--- config.mk ---
export PLATFORM = sky130hd
export DESIGN_NAME = mac_dbg_unit_flat
export DESIGN_NICKNAME = d
export VERILOG_FILES = /design/src/rtl/mac_package.sv /design/src/rtl/hwpe_ctrl_intf_periph.sv /design/src/rtl/mac_dbg_trace_fifo.sv /design/src/rtl/mac_dbg_unit.sv /design/src/flat_wrapper.sv
export SDC_FILE = /design/constraint.sdc
export NUM_CORES = 1
export LEC_CHECK = 0
export ABC_AREA = 1
export CAP_MARGIN = 20
export CORE_AREA = 5 5 245 247
export CTS_CLUSTER_SIZE = 24
export DETAILED_ROUTE_END_ITERATION = 6
export DIE_AREA = 0 0 250 252
export GPL_TIMING_DRIVEN = 0
export PLACE_DENSITY = 0.48
export SYNTH_ARGS = -nofsm -noshare
export SYNTH_HDL_FRONTEND = slang
export SYNTH_SLANG_ARGS = --single-unit
--- constraint.sdc ---
create_clock -name clk_i -period 2.4 [get_ports clk_i]
set_clock_uncertainty 0.05 [all_clocks]
set_input_delay 0.24 -clock clk_i [delete_from_list [all_inputs] [get_ports clk_i]]
set_output_delay 0.24 -clock clk_i [all_outputs]
set_load 0.05 [all_outputs]
--- src/rtl/mac_package.sv ---
// rtl/mac_package.sv - shared types and constants for the MAC debug unit
//
// Purpose: debug register offsets, STATUS layout and a saturating increment
// helper used by mac_dbg_unit.
package mac_package;

  // Byte offset of PROBE[0]; PROBE[k] lives at MAC_DBG_PROBE_BASE + 4k.
  localparam logic [7:0] MAC_DBG_PROBE_BASE = 8'h40;

  typedef enum logic [7:0] {
    MAC_DBG_STATUS      = 8'h00,
    MAC_DBG_BUSY_CYC    = 8'h04,
    MAC_DBG_STALL_CYC   = 8'h08,
    MAC_DBG_JOB_CNT     = 8'h0C,
    MAC_DBG_TRACE_LEVEL = 8'h10,
    MAC_DBG_TRACE_POP   = 8'h14,
    MAC_DBG_CTRL        = 8'h18
  } mac_dbg_reg_e;

  typedef struct packed {
    logic [25:0] rsvd;
    logic        trace_ovf;
    logic        frozen;
    logic        job_active;
    logic        done;
    logic        started;
    logic        busy;
  } mac_dbg_status_t;

  // Counters stick at all-ones instead of wrapping.
  function automatic logic [31:0] sat_inc(input logic [31:0] v);
    return (v == 32'hFFFF_FFFF) ? v : v + 32'd1;
  endfunction

endpackage

--- src/rtl/hwpe_ctrl_intf_periph.sv ---
// rtl/hwpe_ctrl_intf_periph.sv - peripheral register port between cluster and HWPE
//
// Purpose: request/grant + response bundle of the cluster peripheral port.
// wen is active-low: wen=1 is a read, wen=0 is a write.
interface hwpe_ctrl_intf_periph #(
  parameter int unsigned ID_WIDTH = 8
);
  logic                req;
  logic                gnt;
  logic [31:0]         add;
  logic                wen;
  logic [3:0]          be;
  logic [31:0]         data;
  logic [ID_WIDTH-1:0] id;
  logic [31:0]         r_data;
  logic                r_valid;
  logic [ID_WIDTH-1:0] r_id;

  modport master (
    output req, add, wen, be, data, id,
    input  gnt, r_data, r_valid, r_id
  );

  modport slave (
    input  req, add, wen, be, data, id,
    output gnt, r_data, r_valid, r_id
  );
endinterface

--- src/rtl/mac_dbg_trace_fifo.sv ---
// rtl/mac_dbg_trace_fifo.sv - small synchronous FIFO holding FSM state-transition records
//
// Purpose: DEPTH x WIDTH FIFO with show-ahead read data.
// Ports:
//   clk, rst_n  clock, asynchronous active-low reset
//   clear       synchronous clear (same effect as reset)
//   push, wdata write an entry; dropped when full unless a pop happens this cycle
//   pop         retire the head entry; ignored when empty
//   flush       empty the FIFO; wins over a same-cycle push
//   rdata       head entry (stale when empty)
//   full, empty, level  occupancy
module mac_dbg_trace_fifo #(
  parameter int unsigned DEPTH = 8,
  parameter int unsigned WIDTH = 32
) (
  input  logic                   clk,
  input  logic                   rst_n,
  input  logic                   clear,
  input  logic                   push,
  input  logic                   pop,
  input  logic                   flush,
  input  logic [WIDTH-1:0]       wdata,
  output logic [WIDTH-1:0]       rdata,
  output logic                   full,
  output logic                   empty,
  output logic [$clog2(DEPTH):0] level
);
  localparam int unsigned AW = $clog2(DEPTH);

  logic [WIDTH-1:0] mem [DEPTH];
  logic [AW-1:0]    wr_ptr, rd_ptr;
  logic [AW:0]      cnt;
  logic             do_push, do_pop;

  assign empty   = (cnt == '0);
  // DEPTH is a power of two, so the count MSB alone marks full.
  assign full    = cnt[AW];
  assign level   = cnt;
  assign rdata   = mem[rd_ptr];
  assign do_pop  = pop & ~empty;
  assign do_push = push & (~full | do_pop);

  always_ff @(posedge clk or negedge rst_n) begin
    if (!rst_n) begin
      wr_ptr <= '0;
      rd_ptr <= '0;
      cnt    <= '0;
    end else if (clear || flush) begin
      wr_ptr <= '0;
      rd_ptr <= '0;
      cnt    <= '0;
    end else begin
      if (do_push) wr_ptr <= wr_ptr + 1'b1;
      if (do_pop)  rd_ptr <= rd_ptr + 1'b1;
      case ({do_push, do_pop})
        2'b10:   cnt <= cnt + 1'b1;
        2'b01:   cnt <= cnt - 1'b1;
        default: cnt <= cnt;
      endcase
    end
  end

  always_ff @(posedge clk) begin
    if (do_push) mem[wr_ptr] <= wdata;
  end

endmodule

--- src/rtl/mac_dbg_unit.sv ---
// rtl/mac_dbg_unit.sv - debug/observability shim in front of hwpe_ctrl_slave
//
// Purpose: serves accesses with add[DBG_ADDR_BIT]=1 from a local register
// window (status, perf counters, CTRL, probes, optional state trace) and
// forwards everything else to the slave.
// Optional feature macro: MAC_DBG_TRACE_EN (state-transition trace FIFO).
// Ports:
//   clk_i, rst_ni     clock, asynchronous active-low reset
//   clear_i           synchronous soft clear
//   start_i, done_i   job start / done pulses
//   stall_i           engine stalled
//   state_i           main FSM state
//   probe_i           N_PROBE raw 32-bit probe words
//   periph            upstream peripheral port
//   periph_slave      downstream port to hwpe_ctrl_slave
module mac_dbg_unit
  import mac_package::*;
#(
  parameter int unsigned N_PROBE      = 12,
  parameter int unsigned STATE_W      = 4,
  parameter int unsigned TRACE_DEPTH  = 8,
  parameter int unsigned DBG_ADDR_BIT = 12,
  parameter int unsigned ID_WIDTH     = 10
) (
  input  logic                    clk_i,
  input  logic                    rst_ni,
  input  logic                    clear_i,
  input  logic                    start_i,
  input  logic                    done_i,
  input  logic                    stall_i,
  input  logic [STATE_W-1:0]      state_i,
  input  logic [N_PROBE-1:0][31:0] probe_i,
  hwpe_ctrl_intf_periph.slave     periph,
  hwpe_ctrl_intf_periph.master    periph_slave
);
  localparam int unsigned LVL_W = $clog2(TRACE_DEPTH) + 1;

  logic                dbg_sel, dbg_req, dbg_rd, dbg_wr;
  logic [7:0]          offset;
  logic [5:0]          probe_idx;
  logic                ctrl_wr, ctrl_clr;
  logic                busy_d, busy_q, started_q, done_q, frozen_q;
  logic [31:0]         busy_cyc_q, stall_cyc_q, job_cnt_q;
  logic [LVL_W-1:0]    trace_level;
  logic                trace_ovf;
  logic [31:0]         trace_data;
  mac_dbg_status_t     status;
  logic [31:0]         probe_word, rdata;
  logic                dest_dbg_q, dbg_rvalid_q;
  logic [31:0]         dbg_rdata_q;
  logic [ID_WIDTH-1:0] dbg_rid;

  assign offset    = periph.add[7:0];
  assign dbg_sel   = periph.add[DBG_ADDR_BIT];
  assign dbg_req   = periph.req & dbg_sel;
  assign dbg_rd    = dbg_req & periph.wen;
  assign dbg_wr    = dbg_req & ~periph.wen;
  assign probe_idx = offset[7:2] - MAC_DBG_PROBE_BASE[7:2];

  // Request side: everything but req is forwarded untouched.
  assign periph_slave.req  = periph.req & ~dbg_sel;
  assign periph_slave.add  = periph.add;
  assign periph_slave.wen  = periph.wen;
  assign periph_slave.be   = periph.be;
  assign periph_slave.data = periph.data;
  assign periph_slave.id   = periph.id;
  assign periph.gnt        = dbg_sel ? 1'b1 : periph_slave.gnt;

  assign ctrl_wr  = dbg_wr & (offset == MAC_DBG_CTRL);
  assign ctrl_clr = ctrl_wr & periph.data[0];
  assign busy_d   = start_i | (busy_q & ~done_i);

  always_ff @(posedge clk_i or negedge rst_ni) begin
    if (!rst_ni) begin
      busy_q      <= 1'b0;
      started_q   <= 1'b0;
      done_q      <= 1'b0;
      frozen_q    <= 1'b0;
      busy_cyc_q  <= '0;
      stall_cyc_q <= '0;
      job_cnt_q   <= '0;
    end else if (clear_i) begin
      busy_q      <= 1'b0;
      started_q   <= 1'b0;
      done_q      <= 1'b0;
      frozen_q    <= 1'b0;
      busy_cyc_q  <= '0;
      stall_cyc_q <= '0;
      job_cnt_q   <= '0;
    end else begin
      busy_q <= busy_d;
      if (ctrl_wr) frozen_q <= periph.data[2];
      if (ctrl_clr) begin
        started_q   <= 1'b0;
        done_q      <= 1'b0;
        busy_cyc_q  <= '0;
        stall_cyc_q <= '0;
        job_cnt_q   <= '0;
      end else begin
        if (start_i) started_q <= 1'b1;
        // A new job start retires the previous done indication.
        if (start_i)     done_q <= 1'b0;
        else if (done_i) done_q <= 1'b1;
        if (!frozen_q) begin
          if (busy_d)            busy_cyc_q  <= sat_inc(busy_cyc_q);
          if (busy_d && stall_i) stall_cyc_q <= sat_inc(stall_cyc_q);
          if (done_i && busy_q)  job_cnt_q   <= sat_inc(job_cnt_q);
        end
      end
    end
  end

`ifdef MAC_DBG_TRACE_EN
  localparam int unsigned TS_W    = 32 - STATE_W;
  localparam int unsigned ENTRY_W = TS_W + STATE_W;

  logic [STATE_W-1:0] state_q;
  logic               trace_push, trace_pop, trace_flush;
  logic               trace_full, trace_empty, trace_ovf_q;
  logic [ENTRY_W-1:0] trace_head;
  logic [LVL_W-1:0]   trace_level_w;

  assign trace_push  = (state_i != state_q) & ~frozen_q;
  assign trace_pop   = dbg_rd & (offset == MAC_DBG_TRACE_POP);
  assign trace_flush = ctrl_wr & periph.data[1];

  always_ff @(posedge clk_i or negedge rst_ni) begin
    if (!rst_ni) begin
      state_q     <= '0;
      trace_ovf_q <= 1'b0;
    end else if (clear_i) begin
      state_q     <= '0;
      trace_ovf_q <= 1'b0;
    end else begin
      state_q <= state_i;
      if (ctrl_clr)
        trace_ovf_q <= 1'b0;
      // Overflow only when the push is really lost: a same-cycle pop frees a slot.
      else if (trace_push && trace_full && !trace_pop && !trace_flush)
        trace_ovf_q <= 1'b1;
    end
  end

  mac_dbg_trace_fifo #(
    .DEPTH (TRACE_DEPTH),
    .WIDTH (ENTRY_W)
  ) u_trace_fifo (
    .clk   (clk_i),
    .rst_n (rst_ni),
    .clear (clear_i),
    .push  (trace_push),
    .pop   (trace_pop),
    .flush (trace_flush),
    .wdata ({busy_cyc_q[TS_W-1:0], state_i}),
    .rdata (trace_head),
    .full  (trace_full),
    .empty (trace_empty),
    .level (trace_level_w)
  );

  assign trace_level = trace_level_w;
  assign trace_ovf   = trace_ovf_q;
  assign trace_data  = trace_empty ? 32'd0 : trace_head;
`else
  logic unused_ok;
  assign unused_ok   = ^state_i;
  assign trace_level = '0;
  assign trace_ovf   = 1'b0;
  assign trace_data  = '0;
`endif

  always_comb begin
    status            = '0;
    status.busy       = busy_q;
    status.started    = started_q;
    status.done       = done_q;
    status.job_active = busy_q;
    status.frozen     = frozen_q;
    status.trace_ovf  = trace_ovf;
  end

  always_comb begin
    probe_word = '0;
    for (int k = 0; k < N_PROBE; k++) begin
      if (probe_idx == 6'(k)) probe_word = probe_i[k];
    end
    rdata = '0;
    if (offset >= MAC_DBG_PROBE_BASE) begin
      rdata = probe_word;
    end else begin
      case (offset)
        MAC_DBG_STATUS:      rdata = status;
        MAC_DBG_BUSY_CYC:    rdata = busy_cyc_q;
        MAC_DBG_STALL_CYC:   rdata = stall_cyc_q;
        MAC_DBG_JOB_CNT:     rdata = job_cnt_q;
        MAC_DBG_TRACE_LEVEL: rdata = 32'(trace_level);
        MAC_DBG_TRACE_POP:   rdata = trace_data;
        MAC_DBG_CTRL:        rdata = {29'b0, frozen_q, 2'b0};
        default:             rdata = '0;
      endcase
    end
  end

  // Response path: data captured in the request cycle, returned one cycle later.
  always_ff @(posedge clk_i or negedge rst_ni) begin
    if (!rst_ni) begin
      dest_dbg_q   <= 1'b0;
      dbg_rvalid_q <= 1'b0;
      dbg_rdata_q  <= '0;
    end else if (clear_i) begin
      dest_dbg_q   <= 1'b0;
      dbg_rvalid_q <= 1'b0;
      dbg_rdata_q  <= '0;
    end else begin
      if (periph.req && periph.gnt) dest_dbg_q <= dbg_sel;
      dbg_rvalid_q <= dbg_req;
      dbg_rdata_q  <= dbg_rd ? rdata : 32'd0;
    end
  end

  assign dbg_rid        = '0;
  assign periph.r_valid = dest_dbg_q ? dbg_rvalid_q : periph_slave.r_valid;
  assign periph.r_data  = dest_dbg_q ? dbg_rdata_q  : periph_slave.r_data;
  assign periph.r_id    = dest_dbg_q ? dbg_rid      : periph_slave.r_id;

endmodule

--- src/flat_wrapper.sv ---
// flat-port wrapper written by rule: the top's interface ports become plain ports
module mac_dbg_unit_flat import mac_package::*;
#(
  parameter int unsigned N_PROBE      = 12,
  parameter int unsigned STATE_W      = 4,
  parameter int unsigned TRACE_DEPTH  = 8,
  parameter int unsigned DBG_ADDR_BIT = 12,
  parameter int unsigned ID_WIDTH     = 10
)
  (clk_i, rst_ni, clear_i, start_i, done_i, stall_i, state_i, probe_i, periph_req, periph_add, periph_wen, periph_be, periph_data, periph_id, periph_gnt, periph_r_data, periph_r_valid, periph_r_id, periph_slave_req, periph_slave_add, periph_slave_wen, periph_slave_be, periph_slave_data, periph_slave_id, periph_slave_gnt, periph_slave_r_data, periph_slave_r_valid, periph_slave_r_id);
  hwpe_ctrl_intf_periph #(.ID_WIDTH(ID_WIDTH)) periph_i ();
  hwpe_ctrl_intf_periph #(.ID_WIDTH(ID_WIDTH)) periph_slave_i ();
  input  logic clk_i;
  input  logic rst_ni;
  input  logic clear_i;
  input  logic start_i;
  input  logic done_i;
  input  logic stall_i;
  input  logic [STATE_W-1:0] state_i;
  input  logic [N_PROBE-1:0][31:0] probe_i;
  input wire logic [$bits(periph_i.req)-1:0] periph_req;
  input wire logic [$bits(periph_i.add)-1:0] periph_add;
  input wire logic [$bits(periph_i.wen)-1:0] periph_wen;
  input wire logic [$bits(periph_i.be)-1:0] periph_be;
  input wire logic [$bits(periph_i.data)-1:0] periph_data;
  input wire logic [$bits(periph_i.id)-1:0] periph_id;
  output wire logic [$bits(periph_i.gnt)-1:0] periph_gnt;
  output wire logic [$bits(periph_i.r_data)-1:0] periph_r_data;
  output wire logic [$bits(periph_i.r_valid)-1:0] periph_r_valid;
  output wire logic [$bits(periph_i.r_id)-1:0] periph_r_id;
  output wire logic [$bits(periph_slave_i.req)-1:0] periph_slave_req;
  output wire logic [$bits(periph_slave_i.add)-1:0] periph_slave_add;
  output wire logic [$bits(periph_slave_i.wen)-1:0] periph_slave_wen;
  output wire logic [$bits(periph_slave_i.be)-1:0] periph_slave_be;
  output wire logic [$bits(periph_slave_i.data)-1:0] periph_slave_data;
  output wire logic [$bits(periph_slave_i.id)-1:0] periph_slave_id;
  input wire logic [$bits(periph_slave_i.gnt)-1:0] periph_slave_gnt;
  input wire logic [$bits(periph_slave_i.r_data)-1:0] periph_slave_r_data;
  input wire logic [$bits(periph_slave_i.r_valid)-1:0] periph_slave_r_valid;
  input wire logic [$bits(periph_slave_i.r_id)-1:0] periph_slave_r_id;
  assign periph_i.req = periph_req;
  assign periph_i.add = periph_add;
  assign periph_i.wen = periph_wen;
  assign periph_i.be = periph_be;
  assign periph_i.data = periph_data;
  assign periph_i.id = periph_id;
  assign periph_gnt = periph_i.gnt;
  assign periph_r_data = periph_i.r_data;
  assign periph_r_valid = periph_i.r_valid;
  assign periph_r_id = periph_i.r_id;
  assign periph_slave_req = periph_slave_i.req;
  assign periph_slave_add = periph_slave_i.add;
  assign periph_slave_wen = periph_slave_i.wen;
  assign periph_slave_be = periph_slave_i.be;
  assign periph_slave_data = periph_slave_i.data;
  assign periph_slave_id = periph_slave_i.id;
  assign periph_slave_i.gnt = periph_slave_gnt;
  assign periph_slave_i.r_data = periph_slave_r_data;
  assign periph_slave_i.r_valid = periph_slave_r_valid;
  assign periph_slave_i.r_id = periph_slave_r_id;
  mac_dbg_unit #(.N_PROBE(N_PROBE), .STATE_W(STATE_W), .TRACE_DEPTH(TRACE_DEPTH), .DBG_ADDR_BIT(DBG_ADDR_BIT), .ID_WIDTH(ID_WIDTH)) u_core (.clk_i(clk_i), .rst_ni(rst_ni), .clear_i(clear_i), .start_i(start_i), .done_i(done_i), .stall_i(stall_i), .state_i(state_i), .probe_i(probe_i), .periph(periph_i), .periph_slave(periph_slave_i));
endmodule
-- Yosys cells after proc, flatten, opt, wreduce, memory -nomap -nowiden
Cells that the tools add are included.
- flip-flop bits (word level): 134
- latch bits: 0
- bits in writable memories: 0
- bits in read-only memories: 0
- bits of input ports: 518
- output and inout bits: 124
- logic and storage cells: 111
- memories kept: 0
- add/sub/neg operators: 4
- multiply operators: 0
- div/mod/pow operators: 0
- magnitude comparators: 1
- eq/ne operators: 22
- shifts and indexed selects: 0
- muxes and demuxes: 48
- bitwise logic cells: 11
- reductions and logical operators: 15
- operators with widths (operator ; count):
    $mux W32 ; 31
    $pmux W32 S5 ; 1
    $add A32 B1 Y32 const B ; 3
    $eq A32 B32 Y1 const B ; 3
    $eq A6 B3 Y1 const B ; 4
    $eq A6 B4 Y1 const B ; 4
    $eq A8 B4 Y1 const B ; 2
    $mux W1 ; 15
    $eq A6 B2 Y1 const B ; 2
    $ne A3 B2 Y1 const B ; 4
    $reduce_bool A3 Y1 ; 4
    $mux W10 ; 1
    $reduce_and A3 Y1 ; 3
    $eq A8 B3 Y1 const B ; 1
    $eq A8 B5 Y1 const B ; 1
    $ge A8 B7 Y1 const B ; 1
    $logic_not A8 Y1 ; 1
    $and A1 B1 Y1 ; 7
    $eq A6 B1 Y1 const B ; 1
    $logic_not A6 Y1 ; 1
    $sub A6 B5 Y6 const B ; 1
    $reduce_bool A2 Y1 ; 2
    $reduce_bool A4 Y1 ; 1
    $logic_and A1 B1 Y1 ; 3
    2 further kinds ; 4

-- Longest topological paths before layout
Gate-level depths: netlist (run 1).
- word-level depth: 17
- depth in mapped cells: 15
- depth with buffers taken out: 14

-- Least setup slack after synthesis (run 1)
OpenSTA, ideal clock, no wires.
- path type: flip-flop to flip-flop
- from: register u_core.stall_cyc_q[0]
- to: register u_core.stall_cyc_q[28]
- library setup time: 0.122 ns
- arrival time: 1.796 ns
- data required time: 2.228 ns
- setup slack: 0.432 ns
- stages on the path, launching flop included: 15
- path buffers: 1
- clock period less this slack: 1.968 ns
- cells stage by stage: dfrtp_1 > ha_1 > nand2_1 > inv_1 > nand4_1 > nor2_1 > and2_2 > nand2_1 > nand2_4 > inv_4 > nor2_8 > inv_4 > buf_6 > nand3_1 > o21ai_1
- cells in the longest elaborated chain, start to end: 6
- elaborated cells on any way between the ends: 9
- classes of those cells: add/sub (1); eq/ne (2); mux (5); reduce/logical (1)
- RTL lines (item ; RTL line ; RTL):
    start: declaration ; mac_dbg_unit.sv:43 ; logic [31:0] busy_cyc_q, stall_cyc_q, job_cnt_q;
    start signal: assignment ; mac_dbg_unit.sv:106 ; if (busy_d && stall_i) stall_cyc_q <= sat_inc(stall_cyc_q);
    $add A32 B1 Y32 ; mac_package.sv:32 ; return (v == 32'hFFFF_FFFF) ? v : v + 32'd1;
    $mux W32 ; mac_package.sv:32 ;
    $mux W32 ; mac_dbg_unit.sv:106 ;
    $mux W32 ; mac_dbg_unit.sv:104 ; if (!frozen_q) begin
    $mux W32 ; mac_dbg_unit.sv:93 ; if (ctrl_clr) begin
    $mux W32 ; mac_dbg_unit.sv:82 ; end else if (clear_i) begin
Parallel ways exist; a longest one is shown, timed or not. The select of a mux whose other input is x is not followed.
A chain may end at the register's enable or synchronous reset.

-- Worst setup path in the final report (run 1)
- from: register u_core.dest_dbg_q
- to: output periph_r_data[20]
- cells in the longest elaborated chain, start to end: 1
- RTL lines (item ; RTL line ; RTL):
    start: declaration ; mac_dbg_unit.sv:49 ; logic dest_dbg_q, dbg_rvalid_q;
    start signal: assignment ; mac_dbg_unit.sv:215 ; if (periph.req && periph.gnt) dest_dbg_q <= dbg_sel;
    $mux W32 ; mac_dbg_unit.sv:223 ; assign periph.r_data = dest_dbg_q ? dbg_rdata_q : periph_slave.r_data;
    end: declaration ; flat_wrapper.sv:28 ; output wire logic [$bits(periph_i.r_data)-1:0] periph_r_data;
Every way passes these cells.

==> metrics.csv, run 1 <==
metric,value,unit
outcome,"finished, final reports clean",
Worst-Margin Slew,1.014,ns
Starting Density,0.2300,
Die Wd,250,um
Die H,252,um
first-iteration detailed-routing DRC count,1610,
Longest Clk Path Bufs,2,
layout cell share with drive strength beyond 1,0.1452,
Crit-path slowest cell,dfrtp_2,
mux cell area share after synthesis,0.001517,
Clock Latency Late Sink,0.45,ns
TritonCTS Sinks,134,
max incr delay on CP,0.52,ns
max-slew violation count,0,
synthesized flop and latch total,134,
startpoint types,flip-flop,
Port Buffers,570,
GR Util All Layers,0.2881,
ANT nets after route,0,
via count,17620,
Area growth syn-to-layout,58.91,%
Synth Area in Compound Gates,0.09369,
Worst path most repeated cell,nand2_1,
sequential area share after synthesis,0.2541,
"Clk pin slew, worst setup/hold paths",0.07,ns
CP Class,flip-flop to output port,
vias per inst,4.895,
XOR/XNOR Fraction of Synth Area,0.03253,
FILL cells,6360,
full die area,63000,um^2
I/O pin count,642,
max cap viols,0,
nets@finish,3339,
post-synthesis adder-cell area fraction,0.002845,
maximum fanout along the worst path,10,
period utilisation layout,0.9978,
fmax,0.4176,GHz
Mean Syn Cell Area,5.997,um^2
first-pass iteration count of the detailed router,5,
Core Rows,88,
LEAKAGE,8.941,nW
Num CTS Buffers,17,
CP required,2.11,ns
CP Capture Type,output port,
post-synthesis cell area,13190,um^2
Post-Layout Cell Count,3599,
relative slew slack,0.3240,
"Cell Chain, Critical Path","clkinvlp_4, buf_4, clkbuf_8, nand2_1, nand2_1, clkdlybuf4s18_2",
crit-path leading delay family,buffers and inverters,
Final Power,7.547,mW
H-tree depth,4,
final WL,96250,um
number of flops mapped to enable cells by yosys,0,
simple-gate share of the synthesized area,0.4580,
GPL Wtd Cong,0.9718,
largest net degree at the start of global routing,75,
fin crit period,2.395,ns
largest family of logic cells by synthesized area,simple AND/OR/NAND/NOR gates,
top_reg_cell synth,dfrtp_1,
VDD IR max,0.3515,mV
CORE AREA,57370,um^2
antenna violations before repair,12,
number of global-route vias before repair,17020,
final core occ,0.3655,
CTS tree,done,
Syn Nets,2721,
Ys Warns,0,
final setup vio count,0,
Avg WL per Cell,26.74,um
Mapped Cells,2200,
RSZ-0062 raised after global routing,true,
drt drc,0,
first-pass GRT wire length,131600,um
WP buf/inv,4,
asr flop ratio synth,1.000,
Final Hold Viols,0,
unique cell type count in the Yosys netlist,54,
Pwr Density,360.0,nW/um^2
Root Driver,clkbuf_16,
Hold Crit Class,input port to asynchronous set/reset pin,
critical path arrival,2.10,ns
total gr overflow,0,
HPWL after DPL,81940,um
Cells after DPL,3536,
registers in the layout, summed over array words and instances, names as in the netlist:
| name | cells |
|---|---|
| u_core.busy_cyc_q | 32 |
| u_core.dbg_rdata_q | 32 |
| u_core.job_cnt_q | 32 |
| u_core.stall_cyc_q | 32 |
| u_core.busy_q | 1 |
| u_core.dbg_rvalid_q | 1 |
| u_core.dest_dbg_q | 1 |
| u_core.done_q | 1 |
| u_core.frozen_q | 1 |
| u_core.started_q | 1 |
cells in the mapped netlist (9+ instances only):
cell type | count | share of area
o211ai_1 | 12 | 0.0068
or2_0 | 9 | 0.0043
buf_4 | 83 | 0.047
nand3_1 | 144 | 0.055
xor2_1 | 47 | 0.031
nor4_1 | 11 | 0.0052
or2_2 | 64 | 0.030
nand4_1 | 108 | 0.051
o31ai_1 | 12 | 0.0068
o22ai_1 | 14 | 0.0066
clkbuf_1 | 64 | 0.018
buf_2 | 17 | 0.0064
o21ai_1 | 12 | 0.0046
inv_1 | 257 | 0.073
dfrtp_1 | 134 | 0.25
nand2_1 | 713 | 0.20
a21oi_1 | 65 | 0.025
nor3_1 | 74 | 0.028
o21ai_0 | 63 | 0.024
o21ai_2 | 10 | 0.0066
nor2_1 | 197 | 0.056
cell type report:
| cell class | instances | area (um^2) | area share |
|---|---|---|---|
| antenna | 3 | 7.507 | 0.0003581 |
| buffer | 176 | 1135 | 0.05413 |
| clock buffer | 19 | 452.9 | 0.02160 |
| clock inverter | 13 | 145.1 | 0.006922 |
| inverter | 268 | 1017 | 0.04852 |
| multi-input combinational | 1620 | 8005 | 0.3818 |
| sequential | 134 | 3362 | 0.1604 |
| tap | 765 | 957.2 | 0.04565 |
| timing repair buffer | 601 | 5884 | 0.2807 |
what timing repair did:
| action | CTS | global route |
|---|---|---|
| endpoints found under the hold margin | 60 | 0 |
| gates resized for setup | 266 | 53 |
| hold buffers | 1 | 0 |
| endpoints found under the setup margin | 156 | 118 |
| setup buffers | 19 | 10 |
| pin swaps | 18 | 17 |
layout by cell type (no fill, tap or decap), drive strengths merged, types with 11 or more instances in the layout:
cell	netlist	final
nand2	721	721
o211ai	12	12
o21ai	86	86
clkbuf	64	85
buf	114	166
dfrtp	134	134
nand4	110	110
nand3	145	145
xor2	47	47
inv	268	271
or2	74	74
nor4	11	11
o31ai	12	12
nor2	208	208
nor3	77	77
a21oi	66	66
clkdlybuf4s50	0	520
o22ai	14	14
dlygate4sd2	0	12
through the flow:
step           setup WS (ns)  setup TNS, ns  area (um^2)  hold WS, ns
6_report            0.005186              0        20970       0.2854
3_5_place_dp          -1.588        -107.94        19890       0.2373
5_1_grt             -0.02580       -0.05756        20960       0.3546
4_1_cts             0.007707              0        20760       0.3309
3_3_place_gp          -5.223        -804.62        19860       0.4419
2_1_floorplan         0.4319              0        13190      -0.1056
routing by layer:
| layer | track usage | vias to the layer above | part of all wire |
|---|---|---|---|
| li1 | - | 8219 | - |
| met1 | 0.3723 | 8493 | 0.42 |
| met2 | 0.5000 | 803 | 0.49 |
| met4 | 0.06721 | 8 | 0.023 |
| met5 | 0 | - | 0.00057 |
| met3 | 0.05577 | 95 | 0.071 |
logic make-up (layout without fill, tap and decap cells):
kind of cell / after synthesis / count (layout)
and+or+nand+nor: 1358 / 1358
buffers and inverters: 446 / 1077
AOI/OAI and AO/OA: 208 / 208
DFF: 134 / 134
xor gates and xnor gates: 49 / 49
adders and majority gates: 3 / 3
muxes: 2 / 2
other: 0 / 3
worst reg2reg max path: stages (launching register included):
cell	delay (ns)
dfrtp_1	0.39
ha_1	0.27
nand3_1	0.21
nor3_4	0.32
nand4_4	0.16
o21ai_4	0.29
nand2_4	0.12
buf_6	0.18
a21oi_1	0.14
a21oi_1	0.05
where the power goes:
part           internal, mW  switching (mW)
clock network          1.60            1.19
registers              2.28          0.0189
logic                  1.09            1.37
total                  4.97            2.58
worst paths after layout:
check / from / to / slack, ns / depth (start not counted)
min: rst_ni / u_core.busy_cyc_q[26]$_DFFE_PN0P_ / 0.29 / 2
min in group clk_i: start_i / u_core.done_q$_DFFE_PN0P_ / 0.37 / 2
max in group asynchronous: rst_ni / u_core.job_cnt_q[9]$_DFFE_PN0P_ / 1.14 / 3
max: u_core.dest_dbg_q$_DFFE_PN0P_ / periph_r_data[20] / 0.005 / 6
min reg2reg: u_core.stall_cyc_q[13]$_DFFE_PN0P_ / u_core.stall_cyc_q[13]$_DFFE_PN0P_ / 0.47 / 2
max reg2reg: u_core.job_cnt_q[0]$_DFFE_PN0P_ / u_core.job_cnt_q[19]$_DFFE_PN0P_ / 0.09 / 9
No activity file was read; power rests on OpenSTA's default activity.
==> run 2, diff against run 1 <==
--- a/config.mk
+++ b/config.mk
@@ -8,11 +8,14 @@
 export ABC_AREA = 1
 export CAP_MARGIN = 20
 export CORE_AREA = 5 5 245 247
+export CTS_CLUSTER_DIAMETER = 100
 export CTS_CLUSTER_SIZE = 24
 export DETAILED_ROUTE_END_ITERATION = 6
 export DIE_AREA = 0 0 250 252
+export DONT_BUFFER_PORTS = 1
 export GPL_TIMING_DRIVEN = 0
-export PLACE_DENSITY = 0.48
+export PLACE_DENSITY = 0.34
 export SYNTH_ARGS = -nofsm -noshare
 export SYNTH_HDL_FRONTEND = slang
+export SYNTH_HIERARCHICAL = 1
 export SYNTH_SLANG_ARGS = --single-unit
==> run 2 against run 1 <==
  * The flow now finishes with violations (negative hold slack, negative setup slack)
  * Register-to-register slack improved by 0.02 ns
  * Clock-buffer cell count is 8 higher
  * Global-route usage rose by 0.54 points
  * Critical path depth increased by 3
  * Flip-flop and latch count did not move
  * Maximum frequency is 0.99% lower
  * Worst hold slack worse by 0.84 ns
  * Largest cell class unchanged
  * Highest routed layer unchanged
==> metrics.csv, run 2 <==
metric,value,unit,change
outcome,"complete, but fails checks",,
failing checks,"negative hold slack, negative setup slack",,
Mean Syn Cell Area,5.977,um^2,-0.34%
number of flops mapped to enable cells by yosys,0,,unchanged
Area contributors post-synth,"dfrtp_1 (25%), nand2_1 (22%), inv_1 (6.7%)",,
LEAKAGE,6.448,nW,-28%
Post-CTS Hold Buffers,13,,+12
fmax,0.4134,GHz,-0.99%
Hold WS,-0.5548,ns,-0.8402 ns
Area growth syn-to-layout,14.10,%,
"area leader, netlist",dfrtp_1,,
Final Power,6.210,mW,-18%
Starting Density,0.2309,,+0.0008943
critical path arrival,2.73,ns,+0.63 ns
Fin Setup TNS,-0.03384,ns,-0.03384 ns
I/O pin count,642,,unchanged
via count,15570,,-12%
Avg WL per Cell,32.12,um,+20%
startpoint types,input port,,
CP Capture Type,flip-flop,,
Switching Share,0.3555,,+0.01355
first-pass GRT wire length,129900,um,-1.3%
Worst-Margin Slew,0.9229,ns,-0.09114 ns
clock network fraction of total power,0.402,,+0.033
top_reg_cell synth,dfrtp_1,,
Die Wd,250,um,unchanged
Yosys top cell area share,0.2532,,-0.0009843
"Clk pin slew, worst setup/hold paths",0.06,ns,about the same
synth cell count leaders,"nand2_1 (771), inv_1 (237), nor2_1 (201), nand3_1 (157), dfrtp_1 (134)",,
maximum fanout along the worst path,10,,unchanged
vias per inst,5.115,,+4.5%
Pwr Density,410.9,nW/um^2,+14%
largest net degree at the start of global routing,135,,+80%
max-slew violation count,0,,unchanged
first-iteration detailed-routing DRC count,1512,,-6.1%
VDD IR max,0.3492,mV,-0.64%
ANT nets after route,0,,unchanged
synthesized flop and latch total,134,,unchanged
Core Rows,88,,unchanged
nets@finish,2775,,-17%
max cap viols,0,,unchanged
CP Class,input port to flip-flop,,
Clock Latency Late Sink,0.45,ns,about the same
unique cell type count in the Yosys netlist,49,,-9.3%
fin crit period,2.419,ns,+0.02395 ns
Ys Warns,6,,+6
"most common cell after layout, fill and taps aside",nand2_1,,
Syn Nets,2737,,+0.59%
first-pass iteration count of the detailed router,5,,unchanged
Hold Crit Class,input port to asynchronous set/reset pin,,
final setup vio count,3,,+3
full die area,63000,um^2,unchanged
Root Driver,clkbuf_16,,
Sw Pwr,2.207,mW,-14%
most frequent cells in the layout,"nand2_1 (754), inv_1 (236), nor2_1 (194), nand3_1 (157), dfrtp_1 (130)",,
sequential area share after synthesis,0.2532,,-0.0009843
Post-Layout Cell Count,3044,,-15%
Mapped Cells,2216,,+0.73%
Final Hold Viols,134,,+134
CTS tree,done,,
period utilisation layout,1.008,,+0.009980
total gr overflow,0,,unchanged
Int Power,4.003,mW,-19%
Longest Clk Path Bufs,2,,unchanged
CORE AREA,57370,um^2,unchanged
Cells after DPL,2981,,-16%
HPWL after DPL,84500,um,+3.1%
asr flop ratio synth,1.000,,unchanged
TritonCTS Sinks,134,,unchanged
most frequent cell after synthesis,nand2_1,,
H-tree depth,4,,unchanged
relative slew slack,0.3848,,+0.06076
GPL Wtd Cong,0.9892,,+1.8%
post-synthesis cell area,13250,um^2,+0.39%
Comb pwr share,0.225,,-0.101
antenna violations before repair,44,,+32
GR Util All Layers,0.2936,,+0.005441
drt drc,0,,unchanged
number of global-route vias before repair,15080,,-11%
Num CTS Buffers,17,,unchanged
Seq pwr share,0.374,,+0.070
final WL,97760,um,+1.6%
Port Buffers,0,,-100%
CP required,2.71,ns,+0.60 ns
Die H,252,um,unchanged
final core occ,0.2635,,-0.1020
worst setup margin,-0.01877,ns,-0.02395 ns
layout cell share with drive strength beyond 1,0.1337,,-0.01146
==> run 2: per-layer routing <==
metal  vias to the layer above  global-route usage  part of all wire
met2                       684              0.5049              0.48
li1                       7102                   -                 -
met5                         -                   0           0.00099
met1                      7649              0.3850              0.43
met3                       118             0.05175             0.058
met4                        16             0.07111             0.029
==> run 2: cell type report <==
class	count	area, um^2
tap	765	957.2
buffer	173	1051
clock inverter	4	20.02
fill	6737	42250
multi-input combinational	1654	8043
sequential	134	3358
inverter	253	958.4
antenna	13	32.53
clock buffer	27	503.0
timing repair buffer	21	190.2
==> run 2: through the flow <==
step,cell area [um^2],worst slack (ns)
5_1_grt,15100,-0.008135
3_3_place_gp,14200,-1.533
6_report,15110,-0.01877
4_1_cts,14960,0.008516
2_1_floorplan,13250,0.4554
3_5_place_dp,14200,-1.532
==> run 2: power by group through the flow <==
stage / clock, mW / sequential [mW] / combinational (mW)
floorplan: 0 / 2.35 / 0.990
global placement: 0 / 2.35 / 1.35
detailed placement: 0 / 2.35 / 1.35
CTS: 2.57 / 2.31 / 1.38
global route: 2.65 / 2.32 / 1.46
finish: 2.49 / 2.32 / 1.40
==> run 2: cells by family after synthesis <==
| logic type | share of synthesized area |
|---|---|
| adder cells (fa/ha/maj) | 0.002834 |
| flip-flops | 0.2532 |
| AO/OA/AOI/OAI | 0.08200 |
| XOR/XNOR | 0.04100 |
| AND/OR/NAND/NOR | 0.4716 |
| buffers and inverters | 0.1494 |
==> run 2: path summary, 6_finish.rpt <==
kind,startpoint,end,slack [ns],cells past startpoint
setup / recovery,periph_add[5],u_core/dbg_rdata_q[8]$_DFF_PN0_,-0.02,9
hold / removal,rst_ni,u_core/busy_cyc_q[11]$_DFFE_PN0P_,-0.55,0
setup reg to reg,u_core/busy_cyc_q[0]$_DFFE_PN0P_,u_core/busy_cyc_q[23]$_DFFE_PN0P_,0.11,11
hold reg to reg,u_core/started_q$_DFFE_PN0P_,u_core/started_q$_DFFE_PN0P_,0.48,2
max in group asynchronous,rst_ni,u_core/dbg_rdata_q[4]$_DFF_PN0_,2.64,0
min in group clk_i,probe_i[359],u_core/dbg_rdata_q[7]$_DFF_PN0_,0.03,4
==> run 2: what timing repair did <==
item / in CTS / in global routing
endpoints found under the hold margin: 148 / 134
pin swaps: 1 / 9
setup endpoints to repair: 103 / 78
gates resized for setup: 32 / 31
buffers inserted: 2 / 6
==> run 2: critical path: stages <==
cell and delay (ns):
inv_1 0.05, nor2_4 0.36, inv_1 0.20, nor2_1 0.44, clkbuf_1 0.72, nand2_1 0.10
nand4_1 0.34, nand2_1 0.09, a21oi_1 0.17
